File: src/rtl/serial_subtractor.sv
// serial_subtractor: bit-serial unsigned A-B, LSB first, through one full-subtractor cell
// with a registered borrow; result, borrow and zero flags publish with a one-cycle done pulse.
module serial_subtractor #(
  parameter int WIDTH = 8
) (
  input  logic             clk,
  input  logic             rst,
  input  logic             start,
  input  logic [WIDTH-1:0] a,
  input  logic [WIDTH-1:0] b,
  output logic             busy,
  output logic             done,
  output logic [WIDTH-1:0] diff,
  output logic             borrow,
  output logic             zero
);
  localparam int CW = $clog2(WIDTH);
  typedef enum logic [1:0] {IDLE, SHIFT, DONE} state_t;
  state_t           state_q, state_d;
  logic [WIDTH-1:0] sa_q, sa_d, sb_q, sb_d, diff_q, diff_d;
  // sd keeps only the bits still needed; the oldest bit falls off as each new one enters
  logic [WIDTH-1:1] sd_q, sd_d;
  logic [CW-1:0]    cnt_q, cnt_d;
  logic             bflop_q, bflop_d, borrow_q, borrow_d, zero_q, zero_d;
  logic             x, y, d, bout;
  logic [WIDTH-1:0] res;
  always_comb begin
    x = sa_q[0];
    y = sb_q[0];
    d = x ^ y ^ bflop_q;
    bout = (~x & y) | (~(x ^ y) & bflop_q);
    res = {d, sd_q};
    state_d = state_q;
    sa_d = sa_q;
    sb_d = sb_q;
    sd_d = sd_q;
    cnt_d = cnt_q;
    bflop_d = bflop_q;
    diff_d = diff_q;
    borrow_d = borrow_q;
    zero_d = zero_q;
    case (state_q)
      IDLE: if (start) begin
        state_d = SHIFT;
        sa_d = a;
        sb_d = b;
        sd_d = '0;
        cnt_d = '0;
        bflop_d = 1'b0;
      end
      SHIFT: begin
        sa_d = sa_q >> 1;
        sb_d = sb_q >> 1;
        sd_d = res[WIDTH-1:1];
        bflop_d = bout;
        cnt_d = cnt_q + CW'(1);
        if (cnt_q == CW'(WIDTH - 1)) begin
          state_d = DONE;
          diff_d = res;
          borrow_d = bout;
          zero_d = (res == '0);
        end
      end
      default: state_d = IDLE;
    endcase
  end
  always_ff @(posedge clk or posedge rst) begin
    if (rst) begin
      state_q <= IDLE;
      sa_q <= '0;
      sb_q <= '0;
      sd_q <= '0;
      cnt_q <= '0;
      bflop_q <= 1'b0;
      diff_q <= '0;
      borrow_q <= 1'b0;
      zero_q <= 1'b0;
    end else begin
      state_q <= state_d;
      sa_q <= sa_d;
      sb_q <= sb_d;
      sd_q <= sd_d;
      cnt_q <= cnt_d;
      bflop_q <= bflop_d;
      diff_q <= diff_d;
      borrow_q <= borrow_d;
      zero_q <= zero_d;
    end
  end
  assign busy = (state_q == SHIFT);
  assign done = (state_q == DONE);
  assign diff = diff_q;
  assign borrow = borrow_q;
  assign zero = zero_q;
endmodule
File: config.mk
export PLATFORM = sky130hd
export DESIGN_NAME = serial_subtractor
export DESIGN_NICKNAME = d
export VERILOG_FILES = /design/src/rtl/serial_subtractor.sv
export SDC_FILE = /design/constraint.sdc
export NUM_CORES = 1
export LEC_CHECK = 0
export CORE_ASPECT_RATIO = 0.9
export CORE_MARGIN = 5
export CORE_UTILIZATION = 55
export DETAILED_ROUTE_END_ITERATION = 6
export PLACE_DENSITY = 0.9
export SLEW_MARGIN = 30
export SYNTH_ARGS = -nofsm -noshare
export SYNTH_HDL_FRONTEND = slang
export SYNTH_SLANG_ARGS = --single-unit
File: constraint.sdc
create_clock -name clk -period 3.2 [get_ports clk]
set_clock_uncertainty 0.05 [all_clocks]
set_input_delay 0.8 -clock clk [delete_from_list [all_inputs] [get_ports clk]]
set_output_delay 0.8 -clock clk [all_outputs]
set_load 0.005 [all_outputs]
# Word level (Yosys, flattened, before mapping)
# Index checks and enable logic that the tools add are counted.
[op_classes]
addsub = 1
reduce_logical = 6
eq_ne = 5
bitwise_logic = 7
muxes = 13
[op_table]
columns = ["cell", "count"]
rows = [
  ["$pmux 8 s2", 2],
  ["$mux 8", 2],
  ["$pmux 7 s2", 1],
  ["$logic_not 8->1", 1],
  ["$mux 7", 1],
  ["$pmux 3 s2", 1],
  ["$reduce_and 2->1", 3],
  ["$mux 2", 2],
  ["$pmux 2 s2", 1],
  ["$add 3x1->3 const B", 1],
  ["$eq 3x3->1 const B", 1],
  ["$mux 3", 1],
  ["$and 1x1->1", 2],
  ["$eq 2x1->1 const B", 1],
  ["$eq 2x2->1 const B", 1],
  ["$logic_not 2->1", 1],
  ["$ne 2x1->1 const B", 1],
  ["$ne 2x2->1 const B", 1],
  ["$not 1->1", 2],
  ["$pmux 1 s2", 1],
  ["$reduce_bool 2->1", 1],
  ["$xor 1x1->1", 2],
  ["$mux 1", 1],
  ["$or 1x1->1", 1],
]
[totals]
wordCells = 41
register_bits = 39
inputBits = 19
output_inout_bits = 12

# Longest topological paths before layout
# Gate-level depths: netlist of the first run.
[depth]
ltp_word = 5
depth_mapped = 6
depth_no_buf = 5

# Worst setup path before layout of the first run
# Ideal clock, no wire load.
[synth_path]
path_type = "register to output"
from = "reg state_q[1]"
to = "out busy"
arrival_time_ns = 0.861
n_path_buf = 1
path_stages_with_launch = 4
t_required_ns = 2.350
slack_ns = 1.489
path_cell_list = "dfrtp_1 -> nand2b_1 -> inv_2 -> buf_2"
[synth_via]
elab_chain_cells = 1
[synth_rtl]
columns = ["item", "line_no", "text"]
rows = [
  ["start: declaration", "19", "state_t state_q, state_d;"],
  ["start signal: assignment", "79", "state_q <= state_d;"],
  ["$eq 2x1->1", "90", "assign busy = (state_q == SHIFT);"],
  ["end: declaration", "11", "output logic busy,"],
]
# Every way passes these cells.

# Final worst setup path of the first run
[layout_path]
from = "reg state_q[0]"
to = "out busy"
# The elaborated chain is that of the path after synthesis.

==> results of run 1 <==
[stage by stage]
stage / hold WS (ns) / setup WS, ns / instance area, sq um / total power [mW] / std cells
floorplan: 0.399 / 1.46 / 1660 / 1.30 / 137
global placement: 0.414 / 0.921 / 1990 / 1.51 / 204
detailed placement: 0.426 / 0.857 / 1990 / 1.56 / 204
CTS: 0.450 / 0.458 / 2060 / 1.87 / 211
global route: 0.480 / 0.333 / 2060 / 2.00 / 211
finish: 0.446 / 0.469 / 2060 / 1.85 / 211
[registers in the layout, indices dropped and copies added, names as in the netlist]
signal	cells
cnt_q	3
borrow	1
state_q	2
diff	8
bflop_q	1
zero	1
sb_q	8
sa_q	8
sd_q	7
[critical path, delay by kind of cell, from the launching register on]
kind	cells	cell delay, ns
buffers and inverters	2	0.75
flip-flops	1	0.63
AND/OR/NAND/NOR	1	0.16
[layer usage]
metal	share of wire (%)	track usage (%)	up-vias	routed length, um
met5	0	0	-	0
met4	1.7	5.96	0	53
met3	6.0	6.13	7	187
met2	48	26.7	29	1470
met1	45	21.9	538	1380
li1	-	-	542	-
[area by class of cell]
class / count / area, sq um / share of cell area, %
clock inverters: 1 / 30.0 / 1.46
multi-input cells: 85 / 617 / 30.0
well taps: 42 / 52.6 / 2.55
inverters: 5 / 18.8 / 0.912
clock buffers: 6 / 41.3 / 2.01
flip-flops and latches: 39 / 976 / 47.4
repair buffers: 33 / 323 / 15.7
[cells in the final DEF (no fill, tap or decap)]
cell type / instances
dfrtp_1: 39
clkdlybuf4s50_1: 30
nand2_1: 19
o21ai_1: 12
a22o_1: 11
mux2i_1: 10
o21ai_0: 6
a21oi_1: 5
mux2_1: 5
clkbuf_4: 5
and3b_1: 4
inv_1: 4
mux2_2: 3
buf_4: 3
nor4_1: 2
ha_1: 2
o21bai_2: 1
nand2b_1: 1
nand3b_4: 1
inv_2: 1
nor3b_1: 1
nor2b_1: 1
fa_1: 1
bufinv_16: 1
clkbuf_1: 1
[power groups by stage]
stage          sequential [mW]  clock [mW]  combinational [mW]
6_report                 0.849       0.311               0.689
3_3_place_gp             0.843           0               0.663
4_1_cts                  0.850       0.319               0.703
5_1_grt                  0.882       0.342               0.778
3_5_place_dp             0.861           0               0.697
2_1_floorplan            0.819           0               0.484
[cell families after synthesis]
family                   after synthesis  synth area share, %
AO/OA/AOI/OAI                         35                 13.2
flip-flops                            39                 58.6
multiplexers                          18                 11.4
buffers and inverters                 13                 4.51
AND/OR/NAND/NOR                       29                 9.55
adder cells (fa/ha/maj)                3                 2.71
[how the worst max path moves through the flow]
stage | cells after the start | from | end | slack (ns)
after global placement | 3 | state_q[0] | busy | 0.92
after CTS | 3 | state_q[0] | busy | 0.46
after floorplan | 1 | rst | bflop_q | 1.46
final | 3 | state_q[0] | busy | 0.47
after global routing | 3 | state_q[0] | busy | 0.33
after detailed placement | 3 | state_q[0] | busy | 0.86
==> summary.md, run 1 <==
| Metric | Value |
|---|---|
| Setup TNS Final | `0 ns` |
| VDD IR-drop max | `0.501 mV` |
| DR WL/cell | `14.7 um` |
| # port buffers | `30` |
| Share of post-route cells with drive strength above 1 | `8.88%` |
| 1st-pass router iterations | `4` |
| Critical Path End Type | `output pin` |
| Post-route antenna net violation count | `0` |
| Combinational Power Share | `37.2%` |
| Post-synth top area cell | `dfrtp_1` |
| Ys Warns | `0` |
| Fin. max-slew vios | `0` |
| H-tree depth | `2` |
| Antenna Cells | `0` |
| Die Y-Extent | `62.2 um` |
| Post-route DRC | `0` |
| Vias per cell | `5.29` |
| WP data arrival | `1.88 ns` |
| Worst Path Required | `2.35 ns` |
| Iteration-0 DRC Markers | `37` |
| Initial Util | `56.0%` |
| Worst Reg2Reg Path Length in Cells | `4` |
| Post-cts sizing count | `0` |
| Syn Inst Count | `137` |
| Slew HR | `68.3%` |
| Switching Share | `32.7%` |
| FF-to-FF setup slack | `1.60 ns` |
| Net count after synthesis | `159` |
| Pint | `1.24 mW` |
| CTS Buffer Depth | `2` |
| Crit path time final | `2.73 ns` |
| Post-CTS setup buffer count | `0` |
| Synth area leaders | `dfrtp_1 59%, mux2i_1 6.0%, a22o_1 5.8%` |
| Reg power frac | `45.9%` |
| Layout Nets | `191` |
| Clk sinks | `39` |
| Synth cell count leaders | `39 x dfrtp_1, 19 x nand2_1, 12 x o21ai_1, 11 x a22o_1, 10 x mux2i_1` |
| Final GP Congestion | `0.763` |
| Hpwl dp | `2240 um` |
| Hold Buf Count CTS | `0` |
| I/O Pins | `31` |
| Clock transition at path regs | `0.10 ns` |
| Number of synthesized register bits | `39` |
| Core Rows | `19` |
| Fill cells | `234` |
| Largest net degree at the start of global routing | `40` |
| Max Clk Rate | `366 MHz` |
| Total GRT Usage | `17.2%` |
| Setup violators final | `0` |
| R2R Path Start | `sa_q[0]` |
| Crit path largest cell delay | `0.63 ns` |
| Core area | `2970 sq um` |
| Aggregate routed wire length | `3090 um` |
| Num CTS Buffers | `5` |
| Crit-path cells | `nand2b_1 -> inv_2 -> clkdlybuf4s50_1` |
| Initial antenna violation count | `0` |
| Area share of the largest cell type after synthesis | `58.6%` |
| Post-synth EDFFs | `0` |
| Mapped cell area | `1660 sq um` |
| P&R area growth vs syn | `23.7%` |
| Period utilisation layout | `85.3%` |
| Status | `completed` |
| Clk pwr share | `16.8%` |
| Die ar. | `4230 sq um` |
| Asr flop ratio synth | `100%` |
| Die Wd | `68.0 um` |
| RSZ-0062 raised after global routing | `no` |
| Static leakage | `0.954 nW` |
| Core Util, Final | `69.3%` |
| Main synth FF type | `dfrtp_1` |
| Global-route wire length before repair | `5440 um` |
| Average size of a mapped cell | `12.1 sq um` |
| Hold path depth | `2` |
| Distinct cells, synth | `23` |
| Worst-Skew Late Latency | `0.35 ns` |
| Hold path endpoint | `zero` |
| # Max-Cap Violations | `0` |
| Min-delay src | `zero` |
| Worst Path Max Fanout | `14` |
| Worst reg2reg path endpoint | `zero` |
| Clk root buf | `clkbuf_4` |
| Crit path launch type | `flip-flop` |
| Fin. Hold Viols | `0` |
| Total grt overflow | `0` |
| Vias in the first global route | `1156` |
| Pwr dens | `899 nW/um^2` |
| Worst slew pin tran | `0.476 ns` |
| Most frequent cell after synthesis | `dfrtp_1` |
| Via count | `1116` |
| NetSw | `0.605 mW` |
| Hold Crit Class | `flip-flop to flip-flop` |
| Seq/Total Area, Yosys | `58.6%` |
| CTS tree | `done` |
| Crit path max-delay cell type | `dfrtp_1` |
| Crit Path Class | `flip-flop to output pin` |
Note: power is estimated with default switching activity, not from simulation.
==> run 2, diff against run 1 <==
Settings changed: GPL_TIMING_DRIVEN set to 0, TNS_END_PERCENT set to 100.
==> summary.md, run 2 (synthesis results as in run 1) <==
| Metric | Value |
|---|---|
| Static leakage | `0.967 nW (+1.4%)` |
| Final Power | `1.81 mW (-2.2%)` |
| Post-route DRC | `0 (unchanged)` |
| Clk sinks | `39 (unchanged)` |
| Design Area, Final | `2070 sq um (+0.55%)` |
| FF-to-FF setup slack | `1.56 ns (-0.04 ns)` |
| Status | `completed` |
| Post-cts sizing count | `0 (unchanged)` |
| CTS Buffer Depth | `2 (unchanged)` |
| Core Rows | `19 (unchanged)` |
| Total grt overflow | `0 (unchanged)` |
| NetSw | `0.619 mW (+2.4%)` |
| Clk root buf | `clkbuf_4` |
| Core Util, Final | `69.6% (+0.38 points)` |
| 1st-pass router iterations | `2 (-2)` |
| Final Non-Filler Cells | `217 (+2.8%)` |
| Layout Nets | `196 (+2.6%)` |
| Initial antenna violation count | `0 (unchanged)` |
| Period utilisation layout | `86.8% (+1.5 points)` |
| Via count | `1156 (+3.6%)` |
| Hold Crit Class | `flip-flop to flip-flop` |
| CTS tree | `done` |
| Fin. Hold Viols | `0 (unchanged)` |
| Worst-Skew Late Latency | `0.34 ns (about the same)` |
| Max Clk Rate | `360 MHz (-1.7%)` |
| Number of instances in the placed design | `209 (+2.5%)` |
| Clock transition at path regs | `0.11 ns (about the same)` |
| Die ar. | `4230 sq um (unchanged)` |
| Most frequent cells in the layout | `39 x dfrtp_1, 30 x clkdlybuf4s50_1, 19 x nand2_1` |
| VDD IR-drop max | `0.428 mV (-15%)` |
| Vias in the first global route | `1204 (+4.2%)` |
| Worst Path Required | `2.35 ns (about the same)` |
| H-tree depth | `2 (unchanged)` |
| RSZ-0062 raised after global routing | `no` |
| Crit path time final | `2.78 ns (+0.0464 ns)` |
| WP data arrival | `1.93 ns (+0.05 ns)` |
| Fin. max-slew vios | `0 (unchanged)` |
| Crit. Startpoint | `state_q[1]` |
| Commonest non-fill, non-tap cell in the layout | `dfrtp_1` |
| Worst slew pin tran | `0.765 ns (+0.289 ns)` |
| Combinational Power Share | `40.4% (+3.2 points)` |
| Hold Buf Count CTS | `0 (unchanged)` |
| Antenna Cells | `0 (unchanged)` |
| Die Wd | `68.0 um (unchanged)` |
| Core area | `2970 sq um (unchanged)` |
| Largest net degree at the start of global routing | `40 (unchanged)` |
| Switching Share | `34.2% (+1.5 points)` |
| Post-CTS setup buffer count | `0 (unchanged)` |
| R2R Path Start | `cnt_q[0]` |
| Crit Path Class | `flip-flop to output pin` |
| DR WL/cell | `14.3 um (-2.2%)` |
| Critical Path End Type | `output pin` |
| Min-delay src | `zero` |
| Num CTS Buffers | `5 (unchanged)` |
| Clk pwr share | `13.1% (-3.7 points)` |
| Hold slack | `0.447 ns (+0.00135 ns)` |
| Vias per cell | `5.33 (+0.72%)` |
| Slew HR | `48.9% (-19 points)` |
| Final GP Congestion | `0.791 (+3.6%)` |
| Dpl ws | `0.828 ns (-0.0289 ns)` |
| P&R area growth vs syn | `24.4%` |
| Post-route antenna net violation count | `0 (unchanged)` |
| Initial Util | `56.0% (unchanged)` |
| Total GRT Usage | `17.0% (-0.14 points)` |
| Hpwl dp | `2300 um (+2.8%)` |
| Reg power frac | `46.5% (+0.6 points)` |
| Placed cell area | `2020 sq um (+1.5%)` |
| Share of post-route cells with drive strength above 1 | `12.6% (+3.7 points)` |
| Die Y-Extent | `62.2 um (unchanged)` |
| Crit path launch type | `flip-flop` |
| # port buffers | `30 (unchanged)` |
| Iteration-0 DRC Markers | `33 (-11%)` |
| Aggregate routed wire length | `3110 um (+0.55%)` |
| Setup violators final | `0 (unchanged)` |
| Global-route wire length before repair | `5490 um (+0.88%)` |
| Setup TNS Final | `0 ns (unchanged)` |
| # Max-Cap Violations | `0 (unchanged)` |
| Pint | `1.19 mW (-4.4%)` |
| Pwr dens | `874 nW/um^2 (-2.7%)` |
| I/O Pins | `31 (unchanged)` |
| Worst Path Max Fanout | `10 (-4)` |
| Setup slack after layout | `0.423 ns (-0.0464 ns)` |
run 2: cell type report:
cell class / instances / area [sq um]
flip-flops and latches: 39 / 976
fillers: 236 / 902
multi-input cells: 85 / 613
repair buffers: 30 / 300
plain buffers: 8 / 56.3
well taps: 42 / 52.6
clock buffers: 5 / 37.5
inverters: 5 / 18.8
clock inverters: 3 / 15.0
run 2: path summary, 6_finish.rpt:
path,end,depth (start not counted)
worst max register to register,diff[2],5
worst min register to register,zero,2
worst min-delay path,zero,2
worst max-delay path,busy,4
min in group asynchronous,sd_q[3],2
max in group asynchronous,sa_q[4],2
run 2: power groups by stage:
stage / sequential [mW] / combinational, mW / clock, mW
after global placement: 0.835 / 0.704 / 0
after floorplan: 0.819 / 0.484 / 0
after global routing: 0.872 / 0.817 / 0.263
after CTS: 0.841 / 0.740 / 0.245
after detailed placement: 0.850 / 0.739 / 0
final: 0.840 / 0.731 / 0.237
run 2: layer usage:
layer	track usage [%]	vias to the layer above	routed length, um
li1	-	549	-
met1	22.9	570	1430
met2	25.9	30	1510
met3	4.68	7	130
met4	6.70	0	49
met5	0	-	0
run 2: critical path, cell delays in order, from the launching register on:
cell             delay, ns
dfrtp_1               0.48
nand2b_1              0.22
inv_2                 0.11
buf_2                 0.23
clkdlybuf4s50_1       0.54
